**src/rtl/kwta_gamma_ctrl.sv**
```systemverilog
// Gamma-cycle sequencer for a kwta column: holds the column in reset, ORs the
// column spikes over the sample window and publishes the winner mask per cycle.
module kwta_gamma_ctrl #(
   parameter int GAMMA_CYCLE_WIDTH = 16,
   parameter int RST_CYCLES        = 2,
   parameter int NUM_INPUTS        = 16,
   parameter int K                 = 4,
   parameter int IDX_WIDTH         = 16,
   localparam int CW               = $clog2(NUM_INPUTS + 1)
) (
   input  logic                  clk,
   input  logic                  rst_n,
   input  logic                  en,
   input  logic [NUM_INPUTS-1:0] col_spikes,
   output logic                  col_rst,
   output logic                  gamma_start,
   output logic [NUM_INPUTS-1:0] winners,
   output logic [CW-1:0]         win_count,
   output logic                  excess,
   output logic [IDX_WIDTH-1:0]  gamma_idx,
   output logic                  result_valid,
   input  logic                  result_ready,
   output logic                  overrun,
   input  logic                  overrun_clr
);

   localparam int PW = (GAMMA_CYCLE_WIDTH > 1) ? $clog2(GAMMA_CYCLE_WIDTH) : 1;
   localparam logic [PW-1:0] PH_LAST     = PW'(GAMMA_CYCLE_WIDTH - 1);
   localparam logic [PW-1:0] PH_RST_LAST = PW'(RST_CYCLES - 1);
   localparam logic [CW-1:0] K_C         = CW'(K);

   typedef enum logic [1:0] {S_IDLE, S_RST, S_SAMPLE} state_t;

   state_t                  r_state, w_next;
   logic [PW-1:0]           r_phase;
   logic [NUM_INPUTS-1:0]   r_acc;
   logic [IDX_WIDTH-1:0]    r_cyc;
   logic [NUM_INPUTS-1:0]   r_winners;
   logic [CW-1:0]           r_win_count;
   logic                    r_excess;
   logic [IDX_WIDTH-1:0]    r_gamma_idx;
   logic                    r_valid;
   logic                    r_overrun;

   logic                    w_col_rst;
   logic                    w_gstart;
   logic                    w_pub;
   logic                    w_xfer;
   logic [NUM_INPUTS-1:0]   w_final;
   logic [CW-1:0]           w_pop;

   always_ff @(posedge clk or negedge rst_n) begin
      if (!rst_n) r_state <= S_IDLE;
      else        r_state <= w_next;
   end

   always_comb begin
      w_next = r_state;
      case (r_state)
         S_IDLE:   if (en) w_next = S_RST;
         S_RST:    if (r_phase == PH_RST_LAST) w_next = S_SAMPLE;
         S_SAMPLE: if (r_phase == PH_LAST) w_next = en ? S_RST : S_IDLE;
         default:  w_next = S_IDLE;
      endcase
   end

   always_comb begin
      w_col_rst = (r_state != S_SAMPLE);
      w_gstart  = (r_state == S_RST) && (r_phase == '0);
      w_pub     = (r_state == S_SAMPLE) && (r_phase == PH_LAST);
   end

   assign w_xfer  = r_valid & result_ready;
   // The last sample clock's spikes are folded in directly at publish.
   assign w_final = r_acc | col_spikes;

   always_comb begin
      w_pop = '0;
      for (int i = 0; i < NUM_INPUTS; i++) w_pop = w_pop + CW'(w_final[i]);
   end

   always_ff @(posedge clk or negedge rst_n) begin
      if (!rst_n) begin
         r_phase <= '0;
         r_acc   <= '0;
      end else begin
         r_phase <= (r_state == S_IDLE || w_pub) ? '0 : r_phase + PW'(1);
         r_acc   <= (r_state == S_SAMPLE && !w_pub) ? w_final : '0;
      end
   end

   always_ff @(posedge clk or negedge rst_n) begin
      if (!rst_n) begin
         r_cyc       <= '0;
         r_winners   <= '0;
         r_win_count <= '0;
         r_excess    <= 1'b0;
         r_gamma_idx <= '0;
         r_valid     <= 1'b0;
         r_overrun   <= 1'b0;
      end else begin
         if (w_pub) begin
            r_winners   <= w_final;
            r_win_count <= w_pop;
            r_excess    <= (w_pop > K_C);
            r_gamma_idx <= r_cyc;
            r_cyc       <= r_cyc + IDX_WIDTH'(1);
            r_valid     <= 1'b1;
         end else if (w_xfer) begin
            r_valid     <= 1'b0;
         end
         // A set on the same edge as a clear must win.
         if (w_pub && r_valid && !w_xfer) r_overrun <= 1'b1;
         else if (overrun_clr)            r_overrun <= 1'b0;
      end
   end

   assign col_rst      = w_col_rst;
   assign gamma_start  = w_gstart;
   assign winners      = r_winners;
   assign win_count    = r_win_count;
   assign excess       = r_excess;
   assign gamma_idx    = r_gamma_idx;
   assign result_valid = r_valid;
   assign overrun      = r_overrun;

endmodule

```
**config.mk**
```make
export PLATFORM = sky130hd
export DESIGN_NAME = kwta_gamma_ctrl
export DESIGN_NICKNAME = d
export VERILOG_FILES = /design/src/rtl/kwta_gamma_ctrl.sv
export SDC_FILE = /design/constraint.sdc
export NUM_CORES = 1
export LEC_CHECK = 0
export BUFFER_PORTS_ARGS = -buffer_cell sky130_fd_sc_hd__buf_2
export CELL_PAD_IN_SITES_DETAIL_PLACEMENT = 0
export CELL_PAD_IN_SITES_GLOBAL_PLACEMENT = 1
export CORE_MARGIN = 4
export CORE_UTILIZATION = 43
export DETAILED_ROUTE_END_ITERATION = 8
export PLACE_DENSITY_LB_ADDON = 0.1
export SYNTH_ARGS = -nofsm -noshare
export SYNTH_HDL_FRONTEND = slang
export SYNTH_SLANG_ARGS = --single-unit
```
**constraint.sdc**
```tcl
create_clock -name clk -period 5 [get_ports clk]
set_input_delay 0.5 -clock clk [delete_from_list [all_inputs] [get_ports clk]]
set_output_delay 0.5 -clock clk [all_outputs]
set_load 0.03 [all_outputs]
```
* Word level (Yosys, flattened, before mapping) *
Index checks and enable logic that the tools add are counted.
Widths: inputs -> output; s select.

operators by class
  add/subtract/negate cells = 17
  $lt $le $gt $ge = 1
  equal/unequal tests = 8
  mux-type cells = 11
  bitwise gates (word level) = 2
  reduce and logical (&&, ||, !) cells = 13

operators with widths
  operator               number
  $add 5x1->5            11
  $add 16x1->16 const B  1
  $mux 16                1
  $or 16x16->16          1
  $mux 2                 3
  $ne 2x2->1 const B     3
  $pmux 2 s3             1
  $add 4x1->5            1
  $gt 5x3->1 const B     1
  $logic_and 1x1->1      5
  $mux 1                 5
  $add 3x1->4            1
  $add 4x1->4 const B    1
  $eq 4x1->1 const B     1
  $eq 4x4->1 const B     1
  $logic_not 4->1        1
  $mux 4                 1
  $reduce_bool 2->1      2
  $add 2x1->3            1
  $reduce_and 3->1       1
  $add 1x1->2            1
  $eq 2x1->1 const B     1
  $eq 2x2->1 const B     1
  $logic_not 1->1        2
  4 further kinds        4

storage, ports and cells
  flip-flop bits (word level) = 78
  input bits = 21
  output and inout port bits = 42
  logic and storage cells = 62

* Logic depth before layout (Yosys ltp) *
  depth after elaboration = 17
  depth in mapped cells = 17
  depth with buffers taken out = 17

* Least setup slack after synthesis *
No wires, ideal clock.

  path type = input -> register
  from = input port col_spikes[5]
  to = register r_excess, in the netlist excess
  library setup time = 0.121 ns
  data arrival time = 3.932 ns
  data required time = 4.879 ns
  slack = 0.946 ns
  stages on the path = 17
  buffers on the path = 0
  cells stage by stage = nor2_1 inv_1 fa_1 inv_1 fa_1 inv_1 fa_1 inv_1 fa_1 inv_1 ha_1 inv_1 fa_1 inv_1 o21ai_0 nand3_1 o22a_1

on the way
  word-level cells in the longest chain between the ends = 13

RTL lines
  element                     RTL line  source
  from (decl)                 14        input logic [NUM_INPUTS-1:0] col_spikes,
  $or 16x16->16               75        assign w_final = r_acc | col_spikes;
  via w_final[5]              49        logic [NUM_INPUTS-1:0] w_final;
  $add 5x1->5 (11 in series)  79        for (int i = 0; i < NUM_INPUTS; i++) w_pop = w_pop + CW'(w_final[i]);
  $gt 5x3->1                  105       r_excess <= (w_pop > K_C);
  to (signal assigned)        105
  to (decl)                   40        logic r_excess;

The timed path passes the listed nets, and every way through them passes these cells.
A chain may end at the register's enable or synchronous reset.

* Final worst setup path *
  from = register r_acc[3]
  to = register r_excess, in the netlist excess

on the way
  word-level cells in the longest chain between the ends = 15

RTL lines
  element                     RTL line  source
  from (decl)                 36        logic [NUM_INPUTS-1:0] r_acc;
  from (signal assigned)      88        r_acc <= (r_state == S_SAMPLE && !w_pub) ? w_final : '0;
  $or 16x16->16               75
  $add 3x1->4                 79
  $add 4x1->5                 79
  $add 5x1->5 (11 in series)  79
  $gt 5x3->1                  105

No other way between the ends.

==> results.env <==
TOTAL_GLOBAL_ROUTING_TRACK_UTILIZATION_PCT=14.7
RR_STARTPOINT='r_acc[3]'
GR-USAGE-MET1_PCT=20.3
CRITICAL_PATH.STARTPOINT='r_acc[3]'
POSTCTSSETUPBUFFERS=0
OUTCOME='finished, final reports clean'
ENDPOINT_KIND='flop'
CELLS_AFTER_DPL=484
DIODE_COUNT=0
CAP_VIOLATIONS=0
GRT_MOST_USED_LAYER='met2'
COUNT_OF_FINAL_SETUP_VIOLATORS=0
ROUTE.ANTENNA.REMAINING_NETS=0
GP_ROUTABILITY_CONGESTION=0.744
GROUTE.LAYER.MET2.USAGE_PCT=22.3
GRT_REMAINING_OVERFLOW=0
POST_DRT_WL_PER_CELL_UM=12.9
SYNTH-XOR-AREA-SHARE_PCT=4.79
PATH_CLASS_OF_THE_LOWEST_SLACK_MIN_DELAY_PATH='input port to async pin'
SYNTH-SEQ-CELLS=78
POWER.STATIC_LEAKAGE_nW=2.15
MAPPEDNETLISTNETS=370
CLOCK_INSERTION_DELAY_WORST_SKEW_PS=340
GROUTE.LAYER.MET3.USAGE_PCT=3.79
FINAL.MIN_CLOCK_PERIOD_PS=4120
SYNTHESIZED_AREA_FRACTION_OCCUPIED_BY_ADDER_CELLS_PCT=9.00
CPPEAKSTAGEDELAY_PS=550
TOTALWIRELENGTH_UM=6420
YOSYSUNIQUECELLTYPES=33
SYNTHFLOPTYPE='sky130_fd_sc_hd__dfrtp_1'
DRIVE_ABOVE_1_SHARE_PCT=23.2
CP.REQUIRED_PS=5220
ASYNCSETRESETFLOPFRACSYNTH_PCT=100
TRITONCTS_NUM_SINKS=78
FIN_WORST_SKEW_PS=10.8
CP_SLOWEST_CELL='sky130_fd_sc_hd__fa_1'
FINISH.INSTANCE_AREA_SQ_UM=4080
TIGHTEST_SLEW_PS=1010
SYNTH_CELLS=330
CP_CELL_SEQUENCE='nor2_1 > fa_1 > fa_1 > inv_1 > fa_1 > inv_1 > fa_1 > inv_1 > ha_1 > inv_1 > fa_1 > inv_1 > o21ai_0 > nand3_1 > o22a_1'
CTS.HTREE.LEVELS=3
MAX_FREQ_MHz=243
CLK_PIN_SLEW_PS=80
FINAL-SEQ-AREA_SQ_UM=1950
FINAL_COMMON_CELL='sky130_fd_sc_hd__nand2_1'
DRT-VIAS-PER-INSTANCE=4.59
POSTSYNTHAREAPERCELL_SQ_UM=10.5
FIRST_PASS_GRT_WIRE_LENGTH_UM=11500
COMBINATIONAL_FAMILY_WITH_THE_MOST_AREA_AFTER_SYNTHESIS='simple AND/OR/NAND/NOR gates'
HEADROOM_TO_THE_MAX_SLEW_LIMIT_PCT=32.8
CTS_BUFFER_COUNT=9
DR.FIRST_ITER.DRC_COUNT=24
TRITONCTS_CLOCK_TREE='built'
CTS-RESIZED-GATES=0
PLACEMENTROWS=32
FP.COREAREA_SQ_UM=7810
FINALHOLDVIOLATIONS=0
TIMING.SETUP.CRITICAL_PATH_CLASS='flop to flop'
BOUNDARYPINS=63
DIE_OUTLINE_WIDTH_UM=97.9
SLEW_VIOLATIONS=0
DIE_AREA_SQ_UM=9590
POWER.IR.VDD_WORST_mV=0.230
CLOCK_TREE.BUFFER_DEPTH=2
STDCELL_COUNT=499
YOSYS-MUX-AREA-FRACTION_PCT=0.648
YOSYSWARNINGCOUNT=0
GRT_START_MAX_NET_PINS=79
FINAL.HOLD.WORST_SLACK_PS=296
RSZ0062_AT_GRT='false'
ANTENNA_FOUND_INITIAL=0
MOSTFREQUENTLAYOUTCELLS='sky130_fd_sc_hd__nand2_1 (79), sky130_fd_sc_hd__dfrtp_1 (78), sky130_fd_sc_hd__buf_2 (61)'
LAYOUT_WORST_PATH_CYCLE_SHARE_PCT=82.4
FIRSTDRTPASSITERS=4
SYNTHTOLAYOUTAREAGROWTH_PCT=17.3
IO_BUFFER_COUNT=62
NUMBER_OF_SYNTHESIZED_FLOPS_WITH_AN_ENABLE_PIN=0
DIE_Y_UM=97.9
FIN_NETS=433
CP_NUM_BUF_INV=5
POWER_PER_CELL_AREA_nW_PER_UM2=448
SYN_AREA_SQ_UM=3480
CTS.HOLD.BUFFERS_ADDED=0
DRT_DRC_VIOLATIONS_LEFT=0
ROOT_BUFFER='sky130_fd_sc_hd__clkbuf_8'
SYNTH_SIMPLE_GATE_AREA_SHARE_PCT=19.3
POSTPLACECELLAREA_SQ_UM=3840
FINAL.FILL_COUNT=776
MULTI_INPUT_COMB_AREA_SQ_UM=1350
SYNTH-SEQ-AREA-SHARE_PCT=56.1
POWER_mW=1.83
FIN_SETUP_TNS_PS=0
ROUTED-VIA-COUNT=2292
CRIT_PATH_START_KIND='flop'
SYNTH_COMPOUND_AREA_SHARE_PCT=5.11
CRIT_PATH_MAX_FANOUT=3
INITIAL_UTILIZATION_PCT=44.5
FIRST_GLOBAL_VIAS=2433
DETAILED_PLACE_HPWL_UM=4360
CPLARGESTDELAYFAMILY='adder cells'
CRITICAL_PATH_ARRIVAL_PS=4340
## path summary, 6_finish.rpt
check	end	slack [ps]	cells after the start
max	excess	880	15
min	winners[10]	300	1
max reg2reg	excess	880	15
min reg2reg	winners[2]	470	2
max in group asynchronous	r_acc[1]	4030	1
min in group clk	overrun	360	2
## worst reg2reg max path: stages, from the launching register on
cell	delay, ps
sky130_fd_sc_hd__dfrtp_1	370
sky130_fd_sc_hd__nor2_1	230
sky130_fd_sc_hd__fa_1	520
sky130_fd_sc_hd__fa_1	550
sky130_fd_sc_hd__inv_1	50
sky130_fd_sc_hd__fa_1	490
sky130_fd_sc_hd__inv_1	50
sky130_fd_sc_hd__fa_1	430
sky130_fd_sc_hd__inv_1	60
sky130_fd_sc_hd__ha_1	170
sky130_fd_sc_hd__inv_1	60
sky130_fd_sc_hd__fa_1	520
sky130_fd_sc_hd__inv_1	50
sky130_fd_sc_hd__o21ai_0	150
sky130_fd_sc_hd__nand3_1	90
sky130_fd_sc_hd__o22a_1	200
## area by class of cell
class                   count  area share [%]
flip-flops and latches     78            47.9
multi-input cells         216            33.1
repair buffers             62            7.67
clock buffers              11            3.47
well taps                 102            3.13
inverters                  26            2.39
clock inverters             4            2.33
## flip-flops by register name (all words and copies together), names as in the netlist
signal	flops
excess	1
result_valid	1
r_phase	4
winners	16
win_count	5
r_acc	16
overrun	1
r_state	2
gamma_idx	16
r_cyc	16
## stage by stage
stage | util [%] | setup WS [ps]
2_1_floorplan | - | 946
3_3_place_gp | 49.2 | 686
3_5_place_dp | 49.2 | 620
4_1_cts | 52.2 | 856
5_1_grt | 52.2 | 577
6_report | 52.2 | 882
## kinds of logic after synthesis
family          count (synthesis)
flops                          78
simple gates                  149
mux                             2
compound gates                 27
xor+xnor                       19
fa+ha+maj                      19
buf+inv                        36
## cell usage after synthesis, drive strengths merged, types with 2 or more instances
| library cell | instances | share of area, % |
|---|---|---|
| mux2 | 2 | 0.65 |
| nor4 | 2 | 0.97 |
| inv | 26 | 2.8 |
| nor2 | 38 | 4.2 |
| nand3 | 8 | 1.5 |
| ha | 9 | 3.2 |
| xnor2 | 17 | 4.3 |
| fa | 10 | 5.8 |
| nand2b | 4 | 0.72 |
| buf | 9 | 2.1 |
| nor2b | 3 | 0.54 |
| a21oi | 2 | 0.29 |
| and3 | 4 | 0.72 |
| dfrtp | 78 | 56 |
| nand2 | 79 | 8.5 |
| nand4 | 8 | 1.4 |
| o21ai | 21 | 3.8 |
| xor2 | 2 | 0.50 |
## power breakdown
group,internal [mW],switching [mW],total (mW)
Sequential,0.668,0.0282,0.697
Clock,0.342,0.218,0.561
Combinational,0.245,0.324,0.568
Total,1.26,0.570,1.83
## routing by layer
metal | up-vias | routed length [um]
li1 | 1173 | -
met1 | 1066 | 3180
met2 | 43 | 2840
met3 | 10 | 306
met4 | 0 | 97
met5 | - | 0
Power figures use the tool's default switching activity.
